[config.mk]
export PLATFORM = sky130hd
export DESIGN_NAME = uart_tx_arb
export DESIGN_NICKNAME = d
export VERILOG_FILES = /design/src/rtl/uart_tx_arb.sv
export SDC_FILE = /design/constraint.sdc
export NUM_CORES = 1
export LEC_CHECK = 0
export CORE_MARGIN = 4
export CORE_UTILIZATION = 40
export DETAILED_ROUTE_END_ITERATION = 10
export PLACE_DENSITY = 0.68
export SKIP_CTS_REPAIR_TIMING = 1
export SLEW_MARGIN = 5
export SYNTH_ARGS = -nofsm -noshare
export SYNTH_HDL_FRONTEND = slang
export SYNTH_SLANG_ARGS = --single-unit
[constraint.sdc]
create_clock -name sys_clk -period 7.54 [get_ports sys_clk]
set_input_delay 1.131 -clock sys_clk [delete_from_list [all_inputs] [get_ports sys_clk]]
set_output_delay 1.131 -clock sys_clk [all_outputs]
set_load 0.01 [all_outputs]
[src/rtl/uart_tx_arb.sv]
// Two-requester UART transmit arbiter: per-requester byte FIFOs, round-robin
// grant, and a fixed per-byte gap so the UART core is never overrun.
module uart_tx_arb #(
   parameter int DEPTH      = 4,
   parameter int GAP_CYCLES = 4400
) (
   input  logic       sys_clk,
   input  logic       sys_rst_n,
   input  logic       req0_valid,
   input  logic [7:0] req0_data,
   output logic       req0_ready,
   input  logic       req1_valid,
   input  logic [7:0] req1_data,
   output logic       req1_ready,
   output logic       uart_send,
   output logic [7:0] uart_data_in,
   output logic       busy
);

   // state | meaning
   // IDLE  | no byte in flight; pop the granted FIFO when any is non-empty
   // SEND  | uart_send high for this single cycle; load gap counter
   // WAIT  | count down the remainder of the per-byte gap

   localparam int AW = (DEPTH > 1) ? $clog2(DEPTH) : 1;
   localparam int CW = AW + 1;
   localparam int GW = $clog2(GAP_CYCLES + 1);
   localparam logic [CW-1:0] OCC_FULL = CW'(DEPTH);
   localparam logic [GW-1:0] GAP_LOAD = GW'(GAP_CYCLES - 2);

   typedef enum logic [1:0] {
      ST_IDLE = 2'd0,
      ST_SEND = 2'd1,
      ST_WAIT = 2'd2
   } state_t;

   logic [7:0]          mem0_q [DEPTH];
   logic [7:0]          mem1_q [DEPTH];
   logic [1:0][AW-1:0]  wptr_q;
   logic [1:0][AW-1:0]  rptr_q;
   logic [1:0][CW-1:0]  occ_q;
   logic [1:0]          valid;
   logic [1:0]          full;
   logic [1:0]          nempty;
   logic [1:0]          push;
   logic [1:0]          pop;
   logic [7:0]          head0;
   logic [7:0]          head1;

   state_t              state_q, state_d;
   logic [GW-1:0]       gap_q, gap_d;
   logic                send_q, send_d;
   logic [7:0]          data_q, data_d;
   logic                last_q, last_d;
   logic                take;
   logic                sel;

   assign valid      = {req1_valid, req0_valid};
   assign full       = {occ_q[1] == OCC_FULL, occ_q[0] == OCC_FULL};
   assign nempty     = {occ_q[1] != '0, occ_q[0] != '0};
   assign push       = valid & ~full;
   assign req0_ready = ~full[0];
   assign req1_ready = ~full[1];
   assign head0      = mem0_q[rptr_q[0]];
   assign head1      = mem1_q[rptr_q[1]];

   always_ff @(posedge sys_clk) begin
      if (push[0]) mem0_q[wptr_q[0]] <= req0_data;
      if (push[1]) mem1_q[wptr_q[1]] <= req1_data;
   end

   always_ff @(posedge sys_clk or negedge sys_rst_n) begin
      if (!sys_rst_n) begin
         wptr_q <= '0;
         rptr_q <= '0;
         occ_q  <= '0;
      end else begin
         for (int i = 0; i < 2; i++) begin
            if (push[i]) wptr_q[i] <= wptr_q[i] + 1'b1;
            if (pop[i])  rptr_q[i] <= rptr_q[i] + 1'b1;
            case ({push[i], pop[i]})
               2'b10:   occ_q[i] <= occ_q[i] + 1'b1;
               2'b01:   occ_q[i] <= occ_q[i] - 1'b1;
               default: occ_q[i] <= occ_q[i];
            endcase
         end
      end
   end

   // On a tie the requester not granted last wins.
   assign sel = (&nempty) ? ~last_q : nempty[1];

   always_ff @(posedge sys_clk or negedge sys_rst_n) begin
      if (!sys_rst_n) begin
         state_q <= ST_IDLE;
         gap_q   <= '0;
         send_q  <= 1'b0;
         data_q  <= 8'h00;
         last_q  <= 1'b1;
      end else begin
         state_q <= state_d;
         gap_q   <= gap_d;
         send_q  <= send_d;
         data_q  <= data_d;
         last_q  <= last_d;
      end
   end

   // The zero-count edge of WAIT also arbitrates, so under backlog the
   // send strobes land exactly GAP_CYCLES apart instead of GAP_CYCLES+1.
   always_comb begin
      state_d = state_q;
      gap_d   = gap_q;
      send_d  = 1'b0;
      data_d  = data_q;
      last_d  = last_q;
      pop     = '0;
      take    = 1'b0;
      case (state_q)
         ST_IDLE: take = 1'b1;
         ST_SEND: begin
            state_d = ST_WAIT;
            gap_d   = GAP_LOAD;
         end
         ST_WAIT: begin
            if (gap_q == '0) begin
               state_d = ST_IDLE;
               take    = 1'b1;
            end else begin
               gap_d = gap_q - 1'b1;
            end
         end
         default: state_d = ST_IDLE;
      endcase
      if (take && (|nempty)) begin
         pop[sel] = 1'b1;
         data_d   = sel ? head1 : head0;
         send_d   = 1'b1;
         last_d   = sel;
         state_d  = ST_SEND;
      end
   end

   assign uart_send    = send_q;
   assign uart_data_in = data_q;
   assign busy         = (|nempty) | (state_q != ST_IDLE);

endmodule

==> out/qor.json, run 1 <==
{
  "synthesis": {
    "ranking_of_synthesized_cells_by_area": "sky130_fd_sc_hd__edfxtp_1 (44%), sky130_fd_sc_hd__dfrtp_1 (22%), sky130_fd_sc_hd__mux4_2 (8.2%), sky130_fd_sc_hd__ha_1 (3.1%), sky130_fd_sc_hd__mux2i_1 (2.9%)",
    "synth.yosys.warnings": 0,
    "synth_top_cell_area_share": 0.435,
    "syn_nets": 314,
    "netlist.top_cell.by_area": "sky130_fd_sc_hd__edfxtp_1",
    "synth.lib_cells_used.distinct": 49,
    "netlist_area_sq_mm": 0.00442,
    "ys_seq_area_frac": 0.657,
    "postSynthCellCount": 281,
    "synth_seq_cells": 103,
    "async_reset_ff_frac": 0.379,
    "synthesis.area_per_instance_sq_um": 15.7,
    "synth_flop_cell": "sky130_fd_sc_hd__edfxtp_1",
    "synth-edff-count": 64
  },
  "drt": {
    "drt.antenna.violating_nets": 0,
    "routed-via-count": 2426,
    "detail_route.iter0.violations": 74,
    "average_wire_per_standard_cell_um": 17.1,
    "route.final.wire_length_mm": 7.85,
    "drtPass1Iterations": 4,
    "drc_errors": 0,
    "routed_via_density": 5.30
  },
  "critical_path": {
    "worst_r2r_startpoint": "gap_q[0]$_DFFE_PN0P_",
    "timing.critical_path.slowest_cell_delay_ns": 0.92,
    "setup.reg_to_reg.worst_slack_ns": 3.88,
    "path_depth": 11,
    "worstSetupEndpoint": "occ_q[2]$_DFFE_PN0P_",
    "cp.arrival_ns": 3.96,
    "crit_chain": "inv_1 -> ha_1 -> or3b_2 -> o41ai_4 -> and2_1 -> ha_1 -> inv_1 -> fa_1 -> xor2_1 -> nor2_1 -> xor2_1",
    "timing.critical_path.fanout_max": 22,
    "worst_ep_required_time_ns": 7.84,
    "timing.rr.end": "occ_q[2]$_DFFE_PN0P_",
    "worstSetupStartpoint": "gap_q[0]$_DFFE_PN0P_",
    "critical_path.n_buffers_inverters": 2,
    "crit_path_top_delay_cell": "sky130_fd_sc_hd__o41ai_4",
    "setup.worst_path.end_class": "flip-flop",
    "cpLargestDelayFamily": "simple AND/OR/NAND/NOR gates",
    "reg2regPathDepth": 11,
    "worstSetupPathType": "reg2reg",
    "worst_setup_path_start_kind": "flip-flop"
  },
  "place": {
    "port_buffers": 31,
    "detailed_placement_wirelength_estimate_mm": 5.52,
    "final_wtd_congestion": 0.770
  },
  "layout": {
    "layout.core_utilization": 0.465,
    "most-common-layout-cells": "sky130_fd_sc_hd__edfxtp_1 (64), sky130_fd_sc_hd__dfrtp_1 (38), sky130_fd_sc_hd__clkdlybuf4s50_1 (30), sky130_fd_sc_hd__inv_1 (16), sky130_fd_sc_hd__mux4_2 (16)",
    "layout_commonest_cell": "sky130_fd_sc_hd__edfxtp_1",
    "fillCellCount": 974,
    "layout-drive-gt1-share": 0.135,
    "fin_nets": 346,
    "diodes": 0,
    "layout-area-overhead-vs-synth_pct": 14.1
  },
  "pwr": {
    "p_per_area_mw_per_mm2": 264,
    "worst_ir_drop_vdd_mv": 0.146,
    "clock_group_share_of_total_power": 0.255,
    "power.share.combinational": 0.183,
    "power_switching_w": 0.000388,
    "power_frac_seq": 0.562,
    "power_report.internal_total_w": 0.000943,
    "static-leakage-power_nw": 1.84,
    "switching_share": 0.291
  },
  "clock_tree": {
    "h-tree-depth": 3,
    "clk-insertion-delay-late_ns": 0.37,
    "numCtsBuffers": 9,
    "root_buffer": "sky130_fd_sc_hd__clkbuf_8",
    "clkTransAtPathRegs_ns": 0.11,
    "cts-root-to-sink-buffers": 2,
    "cts_tree": "built",
    "cts.sink_count": 103
  },
  "sta": {
    "report.final.slew_viol_count": 0,
    "min_period_ns": 3.66,
    "slew_headroom": 0.321,
    "grt_setup_unrepaired": "no",
    "fin_crit_sh": 0.485,
    "worst_clock_skew_ns": 0.0106,
    "finalSetupViolations": 0,
    "hold_violations_final": 0,
    "holdWs_ns": 0.484,
    "timing.fmax_mhz": 274,
    "max_slew.worst_pin.slew_ns": 1.02,
    "setup_total_negative_slack_ns": 0
  },
  "die": {
    "placement_rows": 38,
    "fp.dieW_um": 113,
    "start_util": 0.407,
    "die_area_sq_mm": 0.0128,
    "pin_count": 32,
    "die_h_um": 113,
    "design.core.area_sq_mm": 0.0108
  },
  "grt": {
    "grt_pass1_vias": 2576,
    "grt_start_max_net_pins": 40,
    "grtUsageTotal": 0.136,
    "grt_pass1_wl_mm": 13.5,
    "grt_remaining_overflow": 0,
    "number_of_antenna_violations_at_the_first_check_in_global_routing": 0
  },
  "min_path": {
    "min_path_type": "reg2reg"
  },
  "status": {
    "status": "complete, no violations"
  },
  "run": {
    "maxCapViolations": 0
  }
}
## cell usage after synthesis, types with 4 or more instances
master                     instances
sky130_fd_sc_hd__nor2_1            7
sky130_fd_sc_hd__edfxtp_1         64
sky130_fd_sc_hd__dfrtp_1          38
sky130_fd_sc_hd__mux4_2           16
sky130_fd_sc_hd__a31oi_1           9
sky130_fd_sc_hd__mux2i_1          13
sky130_fd_sc_hd__o21ai_0           4
sky130_fd_sc_hd__and3_1            8
sky130_fd_sc_hd__nand3_1           4
sky130_fd_sc_hd__nand2_1          13
sky130_fd_sc_hd__xnor2_1           8
sky130_fd_sc_hd__xor2_1            4
sky130_fd_sc_hd__a21oi_1          10
sky130_fd_sc_hd__inv_1            16
sky130_fd_sc_hd__ha_1             11
sky130_fd_sc_hd__nor3_1            4
## power groups by stage
stage	registers, W	clock network, W	logic, W
global placement	0.000756	0	0.000238
floorplan	0.000748	0	0.000173
CTS	0.000749	0.000350	0.000249
global route	0.000759	0.000377	0.000278
detailed placement	0.000760	0	0.000249
finish	0.000748	0.000340	0.000243
## layout make-up
class / instances / area (sq um) / area share
sequential: 103 / 2900 / 0.575
multi-input combinational: 152 / 1410 / 0.279
inverter: 16 / 60.1 / 0.0119
timing repair buffer: 31 / 305 / 0.0606
clock inverter: 7 / 68.8 / 0.0137
tap: 140 / 175 / 0.0348
clock buffer: 9 / 124 / 0.0246
## metal layers
metal,wire length [um],track usage,vias up
met1,3480,0.178,1231
met4,135,0.0489,0
met3,263,0.0299,10
met2,3970,0.223,46
met5,0,0,-
li1,-,-,1139
## kinds of logic after synthesis
group | count (synthesis) | share of synthesized area
AO/OA/AOI/OAI | 39 | 0.0666
XOR/XNOR | 12 | 0.0238
adder cells (fa/ha/maj) | 13 | 0.0402
flip-flops | 103 | 0.657
multiplexers | 32 | 0.119
AND/OR/NAND/NOR | 56 | 0.0686
buffers and inverters | 26 | 0.0255
## sequential cells by signal, summed over array words and instances, names as in the netlist
register / flops
gap_q: 13
last_q: 1
mem0_q: 32
mem1_q: 32
occ_q: 6
rptr_q: 4
state_q: 2
uart_data_in: 8
uart_send: 1
wptr_q: 4
## per-stage QoR
step / cells / total power (W) / setup slack (ns) / instance area [sq um]
floorplan: 281 / 0.000921 / 4.63 / 4420
detailed placement: 442 / 0.00101 / 3.91 / 4840
global route: 458 / 0.00141 / 3.56 / 5040
finish: 458 / 0.00133 / 3.88 / 5040
global placement: 442 / 0.000994 / 4.04 / 4840
CTS: 458 / 0.00135 / 3.89 / 5040
## how the worst min path moves through the flow
stage	endpoint	startpoint	cells after the start
6_report	gap_q[11]$_DFFE_PN0P_	gap_q[11]$_DFFE_PN0P_	1
5_1_grt	occ_q[5]$_DFFE_PN0P_	occ_q[5]$_DFFE_PN0P_	1
4_1_cts	gap_q[11]$_DFFE_PN0P_	gap_q[11]$_DFFE_PN0P_	1
3_5_place_dp	gap_q[11]$_DFFE_PN0P_	gap_q[11]$_DFFE_PN0P_	1
3_3_place_gp	gap_q[11]$_DFFE_PN0P_	gap_q[11]$_DFFE_PN0P_	1
2_1_floorplan	gap_q[11]$_DFFE_PN0P_	gap_q[11]$_DFFE_PN0P_	1
Power figures use the tool's default switching activity.
==> inputs of run 2 (changes only) <==
--- a/config.mk
+++ b/config.mk
@@ -8,7 +8,7 @@
 export CORE_MARGIN = 4
 export CORE_UTILIZATION = 40
 export DETAILED_ROUTE_END_ITERATION = 10
-export PLACE_DENSITY = 0.68
+export PLACE_DENSITY = 0.7
 export SKIP_CTS_REPAIR_TIMING = 1
 export SLEW_MARGIN = 5
 export SYNTH_ARGS = -nofsm -noshare
==> constraint.sdc (replaced) <==
create_clock -name sys_clk -period 3.3 [get_ports sys_clk]
set_input_delay 0.495 -clock sys_clk [delete_from_list [all_inputs] [get_ports sys_clk]]
set_output_delay 0.495 -clock sys_clk [all_outputs]
set_load 0.01 [all_outputs]
==> run 2 against run 1 <==
Power increased by 130%. Core utilization increased by 0.15 points. Maximum frequency increased by 20%. Routed wire length decreased by 1.6%. Via count increased by 0.33%. Non-clock buffer count increased by 2. Clock skew decreased by 0.0037 ns. Hold slack got worse by 0.25 ns. Critical endpoint unchanged. Largest cell class unchanged. Largest power group unchanged.
==> out/qor.json, run 2 (synthesis results as in run 1) <==
{
  "layout": {
    "diodes": {"value": 0, "change": "unchanged"},
    "layout_commonest_cell": "sky130_fd_sc_hd__edfxtp_1",
    "layout-drive-gt1-share": {"value": 0.138, "change": "+0.00228"},
    "most-common-layout-cells": "sky130_fd_sc_hd__edfxtp_1 (64), sky130_fd_sc_hd__dfrtp_1 (38), sky130_fd_sc_hd__clkdlybuf4s50_1 (30), sky130_fd_sc_hd__inv_1 (16), sky130_fd_sc_hd__mux4_2 (16)",
    "layout-area-overhead-vs-synth_pct": 14.5,
    "fin_nets": {"value": 348, "change": "+0.58%"}
  },
  "sta": {
    "worst_clock_skew": {"value": 0.00692, "unit": "ns", "change": "-0.00372 ns"},
    "slew_headroom": {"value": 0.418, "change": "+0.0977"},
    "min_period": {"value": 3.04, "unit": "ns", "change": "-0.618 ns"},
    "setup_total_negative_slack": {"value": 0, "unit": "ns", "change": "unchanged"},
    "grt_setup_unrepaired": "no",
    "hold_violations_final": {"value": 0, "change": "unchanged"},
    "max_slew.worst_pin.slew": {"value": 0.873, "unit": "ns", "change": "-0.143 ns"},
    "fin_crit_sh": {"value": 0.920, "change": "+0.436"},
    "finalSetupViolations": {"value": 0, "change": "unchanged"},
    "report.final.slew_viol_count": {"value": 0, "change": "unchanged"},
    "timing.fmax": {"value": 329, "unit": "MHz", "change": "+20%"}
  },
  "critical_path": {
    "worst_ep_required_time": {"value": 3.60, "unit": "ns", "change": "-4.24 ns"},
    "reg2regPathDepth": {"value": 11, "change": "unchanged"},
    "worstSetupPathType": "reg2reg",
    "timing.rr.end": "occ_q[2]$_DFFE_PN0P_",
    "worst_r2r_startpoint": "gap_q[0]$_DFFE_PN0P_",
    "timing.critical_path.fanout_max": {"value": 6, "change": "-73%"},
    "cp.arrival": {"value": 3.33, "unit": "ns", "change": "-0.63 ns"},
    "setup.worst_path.end_class": "flip-flop",
    "setup.reg_to_reg.worst_slack": {"value": 0.26, "unit": "ns", "change": "-3.62 ns"},
    "worst_setup_path_start_kind": "flip-flop"
  },
  "grt": {
    "number_of_antenna_violations_at_the_first_check_in_global_routing": {"value": 0, "change": "unchanged"},
    "grt_start_max_net_pins": {"value": 40, "change": "unchanged"},
    "grt_remaining_overflow": {"value": 0, "change": "unchanged"},
    "grtUsageTotal": {"value": 0.132, "change": "-0.00390"},
    "grt_pass1_wl": {"value": 12.9, "unit": "mm", "change": "-4.5%"},
    "grt_pass1_vias": {"value": 2519, "change": "-2.2%"}
  },
  "pwr": {
    "p_per_area": {"value": 599, "unit": "mW/mm^2", "change": "+130%"},
    "static-leakage-power": {"value": 1.85, "unit": "nW", "change": "+0.24%"},
    "fin_total_pwr": {"value": 0.00303, "unit": "W", "change": "+130%"},
    "worst_ir_drop_vdd": {"value": 0.377, "unit": "mV", "change": "+160%"}
  },
  "drt": {
    "routed_via_density": {"value": 5.29, "change": "-0.11%"},
    "average_wire_per_standard_cell": {"value": 16.8, "unit": "um", "change": "-2.0%"},
    "drc_errors": {"value": 0, "change": "unchanged"},
    "route.final.wire_length": {"value": 7.72, "unit": "mm", "change": "-1.6%"},
    "routed-via-count": {"value": 2434, "change": "+0.33%"},
    "drtPass1Iterations": {"value": 4, "change": "unchanged"},
    "drt.antenna.violating_nets": {"value": 0, "change": "unchanged"},
    "detail_route.iter0.violations": {"value": 139, "change": "+88%"}
  },
  "die": {
    "pin_count": {"value": 32, "change": "unchanged"},
    "design.core.area": {"value": 0.0108, "unit": "sq mm", "change": "unchanged"},
    "placement_rows": {"value": 38, "change": "unchanged"},
    "fp.dieW": {"value": 113, "unit": "um", "change": "unchanged"},
    "die_area": {"value": 0.0128, "unit": "sq mm", "change": "unchanged"},
    "start_util": {"value": 0.407, "change": "unchanged"},
    "die_h": {"value": 113, "unit": "um", "change": "unchanged"}
  },
  "clock_tree": {
    "h-tree-depth": {"value": 3, "change": "unchanged"},
    "clkTransAtPathRegs": {"value": 0.10, "unit": "ns", "change": "about the same"},
    "cts-root-to-sink-buffers": {"value": 2, "change": "unchanged"},
    "cts_tree": "built",
    "root_buffer": "sky130_fd_sc_hd__clkbuf_8",
    "cts.sink_count": {"value": 103, "change": "unchanged"},
    "numCtsBuffers": {"value": 9, "change": "unchanged"},
    "clk-insertion-delay-late": {"value": 0.37, "unit": "ns", "change": "about the same"}
  },
  "status": {
    "status": "complete, no violations"
  },
  "place": {
    "port_buffers": {"value": 31, "change": "unchanged"},
    "final_wtd_congestion": {"value": 0.839, "change": "+9.0%"},
    "detailed_placement_wirelength_estimate": {"value": 5.40, "unit": "mm", "change": "-2.1%"}
  },
  "run": {
    "maxCapViolations": {"value": 0, "change": "unchanged"}
  },
  "min_path": {
    "min_path_type": "in2async"
  }
}
[run 2: changes by cell type in the layout (fill, tap and decap cells not counted)]
cell                         previous run  this run
sky130_fd_sc_hd__buf_4                  0         2
sky130_fd_sc_hd__inv_8                  5         3
sky130_fd_sc_hd__a21oi_1                9        10
sky130_fd_sc_hd__a21oi_2                1         0
sky130_fd_sc_hd__clkinv_2               1         0
sky130_fd_sc_hd__clkinv_8               0         1
sky130_fd_sc_hd__clkinvlp_4             1         2
sky130_fd_sc_hd__inv_6                  0         1
[run 2: final cells by class]
cell class,count,area [sq um]
Clock buffer,9,124
Clock inverter,7,73.8
Inverter,16,60.1
Timing Repair Buffer,33,320
Fill cell,955,5780
Tap cell,140,175
Multi-Input combinational cell,152,1400
Sequential cell,103,2900
[run 2: per-stage QoR]
stage,util,instance area [sq um],instances,hold slack [ns],setup slack [ns]
floorplan,-,4420,281,0.199,0.386
global placement,0.448,4860,444,0.468,0.400
detailed placement,0.448,4860,444,0.467,0.300
CTS,0.466,5060,460,0.249,0.272
global route,0.466,5060,460,0.293,0.102
finish,0.466,5060,460,0.234,0.262
[run 2: power by group]
part           switching [W]  leakage (nW)  total (W)  internal (W)
sequential         0.0000943          1.03    0.00171       0.00161
clock               0.000473        0.0946   0.000772      0.000299
combinational       0.000307         0.725   0.000549      0.000243
total               0.000874          1.85    0.00303       0.00215
[run 2: worst max-delay path by stage]
stage                              start  depth (start not counted)  slack (ns)                    to
global route        gap_q[0]$_DFFE_PN0P_                         11        0.10  occ_q[2]$_DFFE_PN0P_
CTS                 gap_q[0]$_DFFE_PN0P_                         11        0.27  occ_q[2]$_DFFE_PN0P_
detailed placement  gap_q[0]$_DFFE_PN0P_                         11        0.30  occ_q[2]$_DFFE_PN0P_
finish              gap_q[0]$_DFFE_PN0P_                         11        0.26  occ_q[2]$_DFFE_PN0P_
floorplan           gap_q[0]$_DFFE_PN0P_                         12        0.39  occ_q[2]$_DFFE_PN0P_
global placement    gap_q[0]$_DFFE_PN0P_                         11        0.40  occ_q[2]$_DFFE_PN0P_
[run 2: metal layers]
layer | share of wire | GRT usage | vias up | routed length [um]
li1 | - | - | 1143 | -
met1 | 0.45 | 0.170 | 1239 | 3490
met2 | 0.49 | 0.209 | 48 | 3780
met3 | 0.053 | 0.0524 | 4 | 408
met4 | 0.0054 | 0.0337 | 0 | 42
met5 | 0 | 0 | - | 0
[run 2: critical path: stages, from the launching register on]
cell	delay, ns
sky130_fd_sc_hd__dfrtp_1	0.41
sky130_fd_sc_hd__inv_1	0.10
sky130_fd_sc_hd__ha_1	0.23
sky130_fd_sc_hd__or3b_2	0.57
sky130_fd_sc_hd__o41ai_4	0.37
sky130_fd_sc_hd__and2_1	0.23
sky130_fd_sc_hd__ha_1	0.20
sky130_fd_sc_hd__inv_1	0.06
sky130_fd_sc_hd__fa_1	0.37
sky130_fd_sc_hd__xor2_1	0.17
sky130_fd_sc_hd__nor2_1	0.11
sky130_fd_sc_hd__xor2_1	0.15
